--- config.mk ---
export PLATFORM = sky130hd
export DESIGN_NAME = alu_ctrl_param
export DESIGN_NICKNAME = d
export VERILOG_FILES = /design/src/rtl/alu_ctrl_pkg.sv /design/src/rtl/alu_iter_counter.sv /design/src/rtl/alu_ctrl_param.sv
export SDC_FILE = /design/constraint.sdc
export NUM_CORES = 1
export LEC_CHECK = 0
export CELL_PAD_IN_SITES_DETAIL_PLACEMENT = 1
export CELL_PAD_IN_SITES_GLOBAL_PLACEMENT = 1
export CORE_MARGIN = 2
export CORE_UTILIZATION = 34
export CTS_CLUSTER_SIZE = 12
export DETAILED_ROUTE_END_ITERATION = 10
export GPL_ROUTABILITY_DRIVEN = 0
export GPL_TIMING_DRIVEN = 0
export PLACE_DENSITY = 0.89
export SYNTH_ARGS = -nofsm -noshare
export SYNTH_HDL_FRONTEND = slang
export SYNTH_SLANG_ARGS = --single-unit
--- constraint.sdc ---
create_clock -name clk -period 1.4 [get_ports clk]
set_input_delay 0.28 -clock clk [delete_from_list [all_inputs] [get_ports clk]]
set_output_delay 0.28 -clock clk [all_outputs]
set_load 0.005 [all_outputs]
--- src/rtl/alu_ctrl_pkg.sv ---
// rtl/alu_ctrl_pkg.sv - shared state, opcode and strobe index definitions for the ALU controller
package alu_ctrl_pkg;

  typedef enum logic [3:0] {
    ST_IDLE     = 4'd0,
    ST_LOAD_X   = 4'd1,
    ST_LOAD_Y   = 4'd2,
    ST_CHECK    = 4'd3,
    ST_EXEC     = 4'd4,
    ST_BOOTH_OP = 4'd5,
    ST_BOOTH_SH = 4'd6,
    ST_DIV_SH   = 4'd7,
    ST_DIV_OP   = 4'd8,
    ST_DIV_SETQ = 4'd9,
    ST_DIV_CORR = 4'd10,
    ST_OUT_A    = 4'd11,
    ST_OUT_Q    = 4'd12,
    ST_DONE     = 4'd13
  } state_e;

  localparam logic [1:0] OP_ADD = 2'b00;
  localparam logic [1:0] OP_SUB = 2'b01;
  localparam logic [1:0] OP_MUL = 2'b10;
  localparam logic [1:0] OP_DIV = 2'b11;

  localparam int CTRL_W = 9;

  localparam logic [3:0] CTRL_LD_X  = 4'd0;
  localparam logic [3:0] CTRL_LD_Y  = 4'd1;
  localparam logic [3:0] CTRL_ADD   = 4'd2;
  localparam logic [3:0] CTRL_SUB   = 4'd3;
  localparam logic [3:0] CTRL_SHR   = 4'd4;
  localparam logic [3:0] CTRL_SHL   = 4'd5;
  localparam logic [3:0] CTRL_SETQ0 = 4'd6;
  localparam logic [3:0] CTRL_OUT_A = 4'd7;
  localparam logic [3:0] CTRL_OUT_Q = 4'd8;

endpackage

--- src/rtl/alu_iter_counter.sv ---
// rtl/alu_iter_counter.sv - iteration counter for the Booth and non-restoring divide loops
module alu_iter_counter #(
  parameter int WIDTH = 16,
  parameter int CNT_W = $clog2(WIDTH)
) (
  input  logic clk,
  input  logic rst,
  input  logic clr,
  input  logic inc,
  output logic last
);

  logic [CNT_W-1:0] r_cnt;

  always_ff @(posedge clk) begin
    if (rst || clr) begin
      r_cnt <= '0;
    end else if (inc) begin
      r_cnt <= r_cnt + CNT_W'(1);
    end
  end

  // The loops exit on last, so the counter never wraps.
  assign last = (r_cnt == CNT_W'(WIDTH - 1));

endmodule

--- src/rtl/alu_ctrl_param.sv ---
// rtl/alu_ctrl_param.sv - sequencer for the add/sub/Booth-multiply/non-restoring-divide ALU datapath
module alu_ctrl_param
  import alu_ctrl_pkg::*;
#(
  parameter int WIDTH = 16,
  parameter int CNT_W = $clog2(WIDTH)
) (
  input  logic              clk,
  input  logic              rst,
  input  logic              start,
  input  logic [1:0]        s,
  input  logic              q0,
  input  logic              q_1,
  input  logic              a_msb,
  input  logic              m_zero,
  output logic [CTRL_W-1:0] ctrl,
  output logic              busy,
  output logic              finish,
  output logic              err
);

  state_e            r_state;
  logic [1:0]        r_op;
  logic              r_neg;
  logic              r_err;

  state_e            w_next;
  logic [CTRL_W-1:0] w_ctrl;
  logic              w_cnt_clr;
  logic              w_cnt_inc;
  logic              w_cnt_last;

  alu_iter_counter #(
    .WIDTH (WIDTH),
    .CNT_W (CNT_W)
  ) u_cnt (
    .clk  (clk),
    .rst  (rst),
    .clr  (w_cnt_clr),
    .inc  (w_cnt_inc),
    .last (w_cnt_last)
  );

  always_comb begin
    w_next    = ST_IDLE;
    w_ctrl    = '0;
    w_cnt_clr = 1'b0;
    w_cnt_inc = 1'b0;
    case (r_state)
      ST_IDLE: begin
        w_next = start ? ST_LOAD_X : ST_IDLE;
      end
      ST_LOAD_X: begin
        w_ctrl[CTRL_LD_X] = 1'b1;
        w_next            = ST_LOAD_Y;
      end
      ST_LOAD_Y: begin
        w_ctrl[CTRL_LD_Y] = 1'b1;
        w_cnt_clr         = 1'b1;
        case (r_op)
          OP_MUL:  w_next = ST_BOOTH_OP;
          OP_DIV:  w_next = ST_CHECK;
          default: w_next = ST_EXEC;
        endcase
      end
      ST_CHECK: begin
        w_next = m_zero ? ST_DONE : ST_DIV_SH;
      end
      ST_EXEC: begin
        w_ctrl[CTRL_ADD] = (r_op == OP_ADD);
        w_ctrl[CTRL_SUB] = (r_op == OP_SUB);
        w_next           = ST_OUT_A;
      end
      ST_BOOTH_OP: begin
        // Booth recoding: 01 adds M, 10 subtracts M, 00/11 only shift.
        w_ctrl[CTRL_ADD] = ({q0, q_1} == 2'b01);
        w_ctrl[CTRL_SUB] = ({q0, q_1} == 2'b10);
        w_next           = ST_BOOTH_SH;
      end
      ST_BOOTH_SH: begin
        w_ctrl[CTRL_SHR] = 1'b1;
        if (w_cnt_last) begin
          w_next = ST_OUT_A;
        end else begin
          w_cnt_inc = 1'b1;
          w_next    = ST_BOOTH_OP;
        end
      end
      ST_DIV_SH: begin
        w_ctrl[CTRL_SHL] = 1'b1;
        w_next           = ST_DIV_OP;
      end
      ST_DIV_OP: begin
        w_ctrl[CTRL_ADD] = r_neg;
        w_ctrl[CTRL_SUB] = ~r_neg;
        w_next           = ST_DIV_SETQ;
      end
      ST_DIV_SETQ: begin
        w_ctrl[CTRL_SETQ0] = 1'b1;
        if (w_cnt_last) begin
          w_next = ST_DIV_CORR;
        end else begin
          w_cnt_inc = 1'b1;
          w_next    = ST_DIV_SH;
        end
      end
      ST_DIV_CORR: begin
        w_ctrl[CTRL_ADD] = a_msb;
        w_next           = ST_OUT_Q;
      end
      ST_OUT_A: begin
        // Multiply unloads A then Q; divide unloads Q then A.
        w_ctrl[CTRL_OUT_A] = 1'b1;
        w_next             = (r_op == OP_MUL) ? ST_OUT_Q : ST_DONE;
      end
      ST_OUT_Q: begin
        w_ctrl[CTRL_OUT_Q] = 1'b1;
        w_next             = (r_op == OP_DIV) ? ST_OUT_A : ST_DONE;
      end
      ST_DONE: begin
        w_next = ST_IDLE;
      end
      default: begin
        w_next = ST_IDLE;
      end
    endcase
  end

  always_ff @(posedge clk) begin
    if (rst) begin
      r_state <= ST_IDLE;
      r_op    <= OP_ADD;
      r_neg   <= 1'b0;
      r_err   <= 1'b0;
    end else begin
      r_state <= w_next;
      if (r_state == ST_IDLE && start) begin
        r_op  <= s;
        r_err <= 1'b0;
      end
      if (r_state == ST_CHECK && m_zero) begin
        r_err <= 1'b1;
      end
      // Sign of the partial remainder before the shift picks add or subtract.
      if (r_state == ST_DIV_SH) begin
        r_neg <= a_msb;
      end
    end
  end

  assign ctrl   = w_ctrl;
  assign busy   = (r_state != ST_IDLE);
  assign finish = (r_state == ST_DONE);
  assign err    = r_err;

endmodule

==> After elaboration in Yosys (flattened, before gate mapping) <==
Cells that the tools add are included.
{ "totals": {"register_bits": 12, "inputBits": 9, "word_cells": 55} }
{ "op_classes": {"addsub": 1, "eq_ne": 19, "mux": 21, "n_bitwise": 1, "n_reduce_logical": 8} }
{ "op_table": {"columns": ["op", "count"], "rows": [
  ["one-hot mux 4 bit (13 select lines)", 1],
  ["equality test 4 bit (second input constant)", 7],
  ["equality test 4 x 3 -> 1 bit (second input constant)", 4],
  ["2-to-1 mux 1 bit", 13],
  ["2-to-1 mux 4 bit", 3],
  ["equality test 4 x 2 -> 1 bit (second input constant)", 2],
  ["equality test 2 bit (second input constant)", 3],
  ["one-hot mux 3 bit (2 select lines)", 1],
  ["adder 4 x 1 -> 4 bit (second input constant)", 1],
  ["equality test 2 x 1 -> 1 bit (second input constant)", 2],
  ["equality test 4 x 1 -> 1 bit (second input constant)", 1],
  ["logical NOT 4 bit", 1],
  ["one-hot mux 1 bit (4 select lines)", 1],
  ["nonzero test 4 bit", 1],
  ["2-to-1 mux 3 bit", 1],
  ["one-hot mux 1 bit (3 select lines)", 1],
  ["logical AND 1 bit", 2],
  ["logical NOT 2 bit", 1],
  ["nonzero test 2 bit", 1],
  ["OR reduction 2 bit", 1],
  ["logical OR 1 bit", 1],
  ["NOT 1 bit", 1]
]} }

==> Logic depth before layout (Yosys ltp) <==
Gate-level depths: netlist (run 1).
{ "depth": {"depth_word": 4, "depth_mapped": 6, "depth_no_buf": 5} }

==> Hierarchy <==
Synthesis (run 1) repeated with hierarchy kept, for this count alone.
{ "unflattened": {"hier_cells": 109, "area_unflattened_um2": 810.8} }
{ "by_module_without_submodules": {"columns": ["mod", "n_inst", "cells_per_inst", "area_each_um2"], "rows": [
  ["alu_ctrl_param", 1, 91, 616.8],
  ["alu_iter_counter", 1, 18, 193.9]
]} }

==> Worst setup path after synthesis (run 1) <==
Ideal clock, no wire load.
{ "synth_timing": {"path_kind": "reg2out", "start": "register r_state[2]", "end": "output ctrl[3]", "arrival_ns": 1.033, "required_ns": 1.120, "path_slack_ns": 0.087, "stages_incl_launch_ff": 5, "path_buffers": 1, "path_cell_list": "dfxtp_1 buf_2 nand2b_1 o32a_1 nor2_1"} }
{ "synth_between": {"elab_chain_len": 2, "elab_cells_between_ends": 4, "cone_classes": "3 x eq/ne; 1 x mux"} }
{ "synth_rtl": {"columns": ["item", "line", "source"], "rows": [
  ["start: declaration", "alu_ctrl_param.sv:22", "state_e r_state;"],
  ["start signal: assignment", "alu_ctrl_param.sv:136", "r_state <= w_next;"],
  ["equality test 4 bit / equality test 4 x 3 -> 1 bit (equally long branches)", "alu_ctrl_param.sv:49", "case (r_state)"],
  ["one-hot mux 1 bit (3 select lines) (*)", "alu_ctrl_param.sv:49", null],
  ["end: declaration", "alu_ctrl_param.sv:16", "output logic [CTRL_W-1:0] ctrl,"]
]} }
Every way passes the cells marked *; elsewhere a longest branch is shown, timed or not.

==> Worst setup path in the final report (run 1) <==
{ "layout_timing": {"start": "register r_state[0]", "end": "output ctrl[3]"} }
Same word-level chain as after synthesis.

==> results of run 1 <==
cells in the final DEF (no fill, tap or decap), types with 2 or more instances in the layout:
cell type and count:
a21oi_1 6, a21oi_2 3, and4bb_2 2, buf_2 10, buf_4 17, buf_6 18, buf_8 4, clkbuf_4 3
clkdlybuf4s50_1 7, dfxtp_1 4, dfxtp_2 5, dfxtp_4 3, inv_1 5, mux2i_1 2, nand2_1 7, nand2_2 2
nand2b_4 4, nand3_1 5, nor2_1 11, nor2_2 2, nor2_4 4, nor3_2 2, o211ai_1 2, o21ai_0 4
o21ai_1 4, o32a_1 2, xor2_1 2
logic make-up after synthesis:
kind of cell / count (synthesis)
AO/OA/AOI/OAI: 31
XOR/XNOR: 2
adder cells (fa/ha/maj): 1
buffers and inverters: 14
flip-flops: 12
multiplexers: 3
AND/OR/NAND/NOR: 50
per-layer routing:
| layer | part of all wire, % | GRT usage [%] | routed length, um |
|---|---|---|---|
| met5 | 0 | 0 | 0 |
| met2 | 47 | 51.4 | 2240 |
| met4 | 5.4 | 11.1 | 259 |
| met3 | 7.9 | 3.39 | 377 |
| met1 | 40 | 37.1 | 1890 |
path summary, 6_finish.rpt:
kind / start / end / slack, ns
worst max register to register: r_state[0] / u_cnt.r_cnt[1] / -0.26
worst max-delay path: r_state[0] / ctrl[3] / -0.55
worst min register to register: err / err / 0.52
worst min-delay path: rst / err / 0.50
final cells by class:
| cell class | count | area, um^2 |
|---|---|---|
| tap | 28 | 35.0 |
| fill | 245 | 656 |
| clock buffer | 4 | 36.3 |
| multi-input combinational | 87 | 708 |
| inverter | 5 | 18.8 |
| sequential | 12 | 258 |
| buffer | 6 | 67.6 |
| timing repair buffer | 53 | 475 |
stage by stage:
step	hold slack (ns)	utilization [%]
final	0.497	70.9
after floorplan	0.416	-
after global routing	0.547	70.9
after detailed placement	0.505	46.8
after global placement	0.489	46.8
after CTS	0.410	66.4
registers in the layout, summed over array words and instances (netlist names):
name	flops
err	1
u_cnt.r_cnt	4
r_neg	1
r_op	2
r_state	4
where the power goes:
group	internal (mW)	leakage (nW)	switching, mW
logic	1.28	0.562	1.18
registers	0.432	0.102	0.110
clock network	0.158	0.0210	0.147
worst reg2reg max path, cell delays in order, from the launching register on:
cell	delay, ns
dfxtp_2	0.37
buf_4	0.11
buf_6	0.08
and4bb_2	0.24
buf_6	0.14
o21ai_4	0.19
mux2i_1	0.32
nor2_1	0.10
repair_timing:
item,4_1_cts,5_1_grt
setup endpoints to repair,14,23
setup buffers,32,3
pin swaps,15,15
hold buffers,0,0
gates cloned,0,0
resized for setup,104,25
==> impl_metrics.yaml, run 1 <==
yosys:
  yosys_warnings: 0
  yosys.area_share.simple_pct: 30.4
  yosysTopAreaCellShare_pct: 28.9
  synth_edf_count: 0
  synth.area.top_cells: "dfxtp_1 (29%), nor2_1 (7.7%), a21oi_1 (5.4%), nand2_1 (5.0%), nand2b_1 (3.8%)"
  synth_adder_area_share_pct: 1.51
  syn_area_um2: 831
  synthXorXnorAreaFrac_pct: 2.11
  syn_area_per_cell_um2: 7.35
  ys_seq_area_share_pct: 28.9
  synth_cells: 113
  synth_compound_area_share_pct: 24.1
  synth_mux_area_share_pct: 3.61
  synth_cell_type_count: 34
  synth_top_family_by_area: "simple AND/OR/NAND/NOR gates"
  yosysMostFrequentCell: "nor2_1"
  synth_area_leader_cell: "dfxtp_1"
  ys.flop_type: "dfxtp_1"
  synth_commonest_cells: "nor2_1 (17), dfxtp_1 (12), nand2_1 (11), a21oi_1 (9)"
  synth_seq_cells: 12
  async_reset_ff_share_pct: 0
  synth_nets: 123
sta:
  setup_tns_ns: -3.40
  fmax_mhz: 512
  skew_ns: 0.00599
  finalWorstSetupSlack_ns: -0.555
  hold_viol: 0
  tightestPinTransition_ns: 0.664
  rsz0062_at_grt: "yes"
  period_minus_slack_ns: 1.95
  drv_slew: 0
  setup_violations: 21
  finalCritPeriodShare_pct: 140
  maxSlewHeadroom_pct: 55.7
route:
  viasPerCell: 5.99
  dr.pass1.iters: 4
  wl_per_cell_um: 24.5
  drt_iter0_drc: 51
  routed_wl_um: 4770
  antenna_left: 0
  drc_errors: 0
  vias: 1168
job:
  max_cap_viol_count: 0
worst_setup_path:
  critPathTopFamily: "simple AND/OR/NAND/NOR gates"
  critPathMaxFanout: 6
  start_kind: "flip-flop"
  critPathCaptureType: "primary output"
  worstPathArrival_ns: 1.67
  crit_chain: "buf_8, nor3b_1, a31oi_1, o32a_1, nor2_1, buf_2"
  cp_num_buf_inv: 2
  slowest_stage: "dfxtp_2"
  slowest_delay_ns: 0.35
  critPathKind: "reg -> out"
  r2r_cells: 7
  cp_num_cells: 6
  required_ns: 1.12
cts:
  clock_latency_ns: 0.28
  cts-root-buf: "clkbuf_4"
  h-tree-depth: 1
  numCtsBuffers: 3
  clock-sinks: 12
  clk_pin_slew_worst_paths_ns: 0.09
  ctsLongestPathBuffers: 2
  cts_tree: "done"
finish:
  syn2layout_area_growth_pct: 92.5
  fin_nets: 178
  drive_gt1_share_pct: 56.9
  instances_no_fill: 195
  stdcell_area_mm2: 0.00160
  diodes: 0
run_status:
  violations: "setup timing"
  status: "finished with violations"
placed_design:
  placedInstanceArea_mm2: 0.00106
  dp_hpwl_um: 1770
  dp.cells: 160
  port-buffer-count: 19
  place_ws_ns: -0.637
pwr:
  power_leakage_nw: 0.685
  p_total_mw: 3.31
  peakVddDrop_mv: 1.55
  p_per_area_mw_per_mm2: 2070
grt:
  grt.total_usage_pct: 29.7
  grt_pass1_vias: 1155
  grt_pass1_wl_um: 5880
  grt_max_degree: 11
  overflow: 0
  antenna_found_initial: 0
floorplan:
  initial_utilization_pct: 36.8
  core_mm2: 0.00225
  die_h_um: 53.4
  die_area_mm2: 0.00285
  die_w_um: 53.4
  ios: 21
  rows: 17
worst_hold_path:
  hold_path_depth: 2
  holdCritPathClass: "in -> reg"
No activity file was read; power rests on OpenSTA's default activity.
==> inputs of run 2 (changes only) <==
==> config.mk (replaced) <==
export PLATFORM = sky130hd
export DESIGN_NAME = alu_ctrl_param
export DESIGN_NICKNAME = d
export VERILOG_FILES = /design/src/rtl/alu_ctrl_pkg.sv /design/src/rtl/alu_iter_counter.sv /design/src/rtl/alu_ctrl_param.sv
export SDC_FILE = /design/constraint.sdc
export NUM_CORES = 1
export LEC_CHECK = 0
export CORE_MARGIN = 2
export CORE_UTILIZATION = 37
export CTS_CLUSTER_SIZE = 12
export DETAILED_ROUTE_END_ITERATION = 10
export GPL_ROUTABILITY_DRIVEN = 0
export GPL_TIMING_DRIVEN = 0
export PLACE_DENSITY = 0.74
export SYNTH_ARGS = -nofsm -noshare
export SYNTH_HDL_FRONTEND = slang
export SYNTH_SLANG_ARGS = --single-unit
==> run 2 against run 1 <==
The flow still finishes with violations (setup timing). Register-to-register slack better by 0.22 ns. Hold slack worse by 0.075 ns. Setup slack better by 0.28 ns. Final cell count is 5.6% lower. Utilization is 6.6 points lower. Die area is 7.5% lower. Sequential power is 0.7% lower. Clock skew hardly changed. First-iteration DRC count is 16% lower. Count of clock-buffer cells in the layout is 1 lower. Wire length is 38% lower. Largest cell class unchanged. Highest routed layer unchanged.
==> impl_metrics.yaml, run 2 (same netlist as run 1, synthesis figures left out) <==
finish:
  reg_top3: "r_state: 4 flops, u_cnt.r_cnt: 4 flops, r_op: 2 flops"
  layout_commonest_cell: "buf_4"
  diodes: 0
  num-fill-cells: 184
  multi_input_area_um2: 629
  syn2layout_area_growth_pct: 68.1
  stdcell_area_mm2: 0.00140
  drive_gt1_share_pct: 44.9
  final_cell_mix: "buf_4 (16), nor2_1 (12), buf_6 (10), nand2_1 (10)"
  register_area_um2: 258
  fin_nets: 168
worst_setup_path:
  required_ns: 1.12
  slowest_stage: "dfxtp_2"
  slowest_delay_ns: 0.33
  critPathKind: "reg -> out"
  critPathCaptureType: "primary output"
  worstPathArrival_ns: 1.40
  start_kind: "flip-flop"
  crit_chain: "buf_6, o32a_1, a2bb2oi_1, o21ai_1, buf_2"
  critPathMaxFanout: 7
floorplan:
  rows: 17
  die_h_um: 51.4
  die_area_mm2: 0.00264
  core_mm2: 0.00217
  die_w_um: 51.4
  initial_utilization_pct: 38.3
  ios: 21
cts:
  cts_tree: "done"
  cts-root-buf: "clkbuf_4"
  clock_latency_ns: 0.29
  clock-sinks: 12
  h-tree-depth: 1
  ctsLongestPathBuffers: 2
  numCtsBuffers: 3
  clk_pin_slew_worst_paths_ns: 0.08
route:
  wl_per_cell_um: 16.0
  dr.pass1.iters: 5
  drc_errors: 0
  viasPerCell: 5.85
  routed_wl_um: 2950
  vias: 1076
  antenna_left: 0
  drt_iter0_drc: 43
grt:
  grt_max_degree: 11
  grt_pass1_vias: 1003
  grt.total_usage_pct: 23.6
  antenna_found_initial: 0
  grt_pass1_wl_um: 4600
  overflow: 0
sta:
  rsz0062_at_grt: "yes"
  maxSlewHeadroom_pct: 66.1
  fmax_mhz: 596
  drv_slew: 0
  skew_ns: 0.00580
  tightestPinTransition_ns: 0.509
  hold_viol: 0
  hold_slack_ns: 0.423
  period_minus_slack_ns: 1.68
  finalWorstSetupSlack_ns: -0.277
  finalCritPeriodShare_pct: 120
  setup_violations: 14
  setup_tns_ns: -1.98
worst_hold_path:
  holdCritPathClass: "in -> reg"
pwr:
  p_per_area_mw_per_mm2: 1890
  power_leakage_nw: 0.589
  peakVddDrop_mv: 1.05
  p_total_mw: 2.64
placed_design:
  dp_hpwl_um: 1500
  placedInstanceArea_mm2: 0.00106
  port-buffer-count: 19
  place_ws_ns: -0.604
run_status:
  status: "finished with violations"
  violations: "setup timing"
job:
  max_cap_viol_count: 0
==> run 2: final cells by class <==
type	instances	area share [%]
buffer	7	5.38
tap	28	2.51
multi-input combinational	87	45.1
timing repair buffer	42	25.6
sequential	12	18.5
clock buffer	3	1.61
inverter	5	1.34
==> run 2: through the flow <==
step	util, %	instances
floorplan	-	113
global placement	48.7	160
CTS	61.6	182
global route	64.4	184
finish	64.4	184
detailed placement	48.7	160
==> run 2: critical path, delay by kind of cell, from the launching register on <==
kind | cells | cell delay [ns]
AO/OA/AOI/OAI | 3 | 0.52
flip-flops | 1 | 0.33
buffers and inverters | 2 | 0.25
==> run 2: worst paths after layout <==
check	from	endpoint	slack, ns	cells after the start
max	r_state[0]	ctrl[2]	-0.28	5
min	rst	err	0.42	2
max reg2reg	r_state[2]	u_cnt.r_cnt[3]	-0.04	6
min reg2reg	r_neg	r_neg	0.51	2
==> run 2: per-layer routing <==
layer  track usage, %  share of wire (%)  vias up
li1                 -                  -      492
met1             27.4                 38      505
met2             41.0                 52       62
met3             4.39                5.9       17
met4             11.8                3.6        0
met5                0                  0        -
==> run 2: timing repair <==
item                                    in CTS  in global routing
gates resized for setup                     82                 14
endpoints found under the setup margin      13                 20
pin swaps                                   11                  6
hold buffers                                 0                  0
setup buffers                               20                  3
==> run 2: report_power, final <==
part / switching, mW / total (mW) / internal (mW) / leakage, nW
Combinational: 0.840 / 1.88 / 1.04 / 0.474
Clock: 0.127 / 0.227 / 0.100 / 0.0138
Sequential: 0.103 / 0.538 / 0.435 / 0.101
Total: 1.07 / 2.64 / 1.57 / 0.589
==> inputs of run 3 (changes only) <==
--- a/config.mk
+++ b/config.mk
@@ -5,7 +5,6 @@
 export SDC_FILE = /design/constraint.sdc
 export NUM_CORES = 1
 export LEC_CHECK = 0
-export CORE_MARGIN = 2
 export CORE_UTILIZATION = 37
 export CTS_CLUSTER_SIZE = 12
 export DETAILED_ROUTE_END_ITERATION = 10
==> run 3 against run 2 <==
The run still ends with setup timing left. Cell area grew 9.2%. Clock power up 30%. Non-clock buffer count up 5. Count of clock-buffer cells in the layout grew 1. Register-to-register slack got worse by 0.06 ns. Power grew 13%. Hold slack better by 0.033 ns. Sequential power is 4.1% lower. Critical endpoint is now ctrl[3]. Highest routed layer unchanged.
==> impl_metrics.yaml, run 3 (same netlist as run 1, synthesis figures left out) <==
sta:
  finalCritPeriodShare_pct: 128
  rsz0062_at_grt: "yes"
  drv_slew: 0
  finalWorstSetupSlack_ns: -0.397
  maxSlewHeadroom_pct: 61.4
  tightestPinTransition_ns: 0.579
  skew_ns: 0.00442
  hold_viol: 0
  period_minus_slack_ns: 1.80
  fmax_mhz: 557
  setup_violations: 17
placed_design:
  dp_hpwl_um: 1540
  dp.cells: 159
  port-buffer-count: 19
  place_ws_ns: -0.611
finish:
  reg_top3: "r_state: 4 flops, u_cnt.r_cnt: 4 flops, r_op: 2 flops"
  diodes: 0
  drive_gt1_share_pct: 52.5
  final_cell_mix: "buf_4 (18), nor2_1 (13), buf_2 (11)"
  fin_nets: 173
  num-fill-cells: 145
  instances_no_fill: 189
  layout_commonest_cell: "buf_4"
  syn2layout_area_growth_pct: 83.6
cts:
  clk_pin_slew_worst_paths_ns: 0.08
  clock_latency_ns: 0.29
  numCtsBuffers: 3
  ctsLongestPathBuffers: 2
  h-tree-depth: 1
  clock-sinks: 12
  cts-root-buf: "clkbuf_4"
  cts_tree: "done"
worst_setup_path:
  ff2ff_setup_slack_ns: -0.10
  slowest_delay_ns: 0.37
  critPathKind: "reg -> out"
  crit_chain: "buf_6, nand2b_4, o32a_1, nor2_1, buf_2"
  required_ns: 1.12
  worstPathArrival_ns: 1.52
  critPathMaxFanout: 3
  critPathCaptureType: "primary output"
  start_kind: "flip-flop"
  slowest_stage: "dfxtp_4"
pwr:
  power_frac_comb_pct: 72.8
  p_seq_share_pct: 17.3
  power.clock.fraction_pct: 9.9
  power_leakage_nw: 0.647
  switchingPower_mw: 1.25
  intPower_mw: 1.73
  p_sw_share_pct: 42.1
  p_per_area_mw_per_mm2: 1950
  peakVddDrop_mv: 1.37
floorplan:
  die_area_mm2: 0.00244
  die_h_um: 49.4
  ios: 21
  rows: 16
  initial_utilization_pct: 40.7
  die_w_um: 49.4
  core_mm2: 0.00204
route:
  drt_iter0_drc: 91
  drc_errors: 0
  vias: 1131
  dr.pass1.iters: 4
  met1_length_um: 1300
  met2_length_um: 1670
  antenna_left: 0
  wl_per_cell_um: 17.4
  viasPerCell: 5.98
  wl_met3_um: 248
  routed_wl_um: 3290
  top_layer: "met4"
grt:
  antenna_found_initial: 0
  grt_pass1_vias: 934
  grt_max_degree: 11
  overflow: 0
  grt_pass1_wl_um: 4270
  grt.total_usage_pct: 23.4
worst_hold_path:
  holdCritPathClass: "in -> reg"
job:
  max_cap_viol_count: 0
run_status:
  violations: "setup timing"
  status: "finished with violations"
-- run 3: worst paths after layout --
path	startpoint	to	cells past startpoint
worst max register to register	r_state[3]	r_state[2]	7
worst min register to register	r_neg	r_neg	2
worst min-delay path	rst	err	2
worst max-delay path	r_state[2]	ctrl[3]	5
-- run 3: per-stage QoR --
| stage | utilization, % | TNS [ns] | cell area, um^2 | hold slack [ns] | power, mW |
|---|---|---|---|---|---|
| final | 74.7 | -2.47 | 1530 | 0.455 | 2.98 |
| after floorplan | - | 0 | 831 | 0.416 | 1.24 |
| after global placement | 51.7 | -3.06 | 1050 | 0.489 | 1.56 |
| after detailed placement | 51.7 | -3.28 | 1050 | 0.490 | 1.60 |
| after global routing | 74.7 | -3.31 | 1530 | 0.475 | 3.10 |
| after CTS | 63.8 | -1.91 | 1300 | 0.386 | 2.45 |
-- run 3: area by class of cell --
class	count	area [um^2]	share of cell area [%]
sequential	12	256	16.8
timing repair buffer	47	402	26.3
tap	27	33.8	2.21
buffer	7	82.6	5.41
clock buffer	4	36.3	2.38
inverter	5	18.8	1.23
multi-input combinational	87	696	45.6
-- run 3: power by group through the flow --
| stage | clock [mW] | sequential [mW] | combinational [mW] |
|---|---|---|---|
| detailed placement | 0 | 0.496 | 1.10 |
| global route | 0.313 | 0.519 | 2.27 |
| global placement | 0 | 0.487 | 1.08 |
| floorplan | 0 | 0.470 | 0.773 |
| CTS | 0.300 | 0.498 | 1.65 |
| finish | 0.294 | 0.516 | 2.17 |
-- run 3: worst max-delay path, delay by kind of cell (launching register included) --
family / cells / cell delay, ns
and+or+nand+nor: 2 / 0.30
buffers and inverters: 2 / 0.26
AOI/OAI and AO/OA: 1 / 0.30
DFF: 1 / 0.37
-- run 3: layer usage --
| layer | vias to the layer above | GRT usage, % |
|---|---|---|
| met5 | - | 0 |
| met4 | 0 | 9.05 |
| met3 | 11 | 7.79 |
| met2 | 72 | 39.7 |
| met1 | 545 | 26.8 |
| li1 | 503 | - |
-- run 3: repair_timing --
| item | in CTS | in global routing |
|---|---|---|
| gates resized for setup | 88 | 31 |
| pin swaps | 10 | 15 |
| setup buffers | 15 | 15 |
| hold buffers | 0 | 0 |
| endpoints found under the setup margin | 13 | 21 |
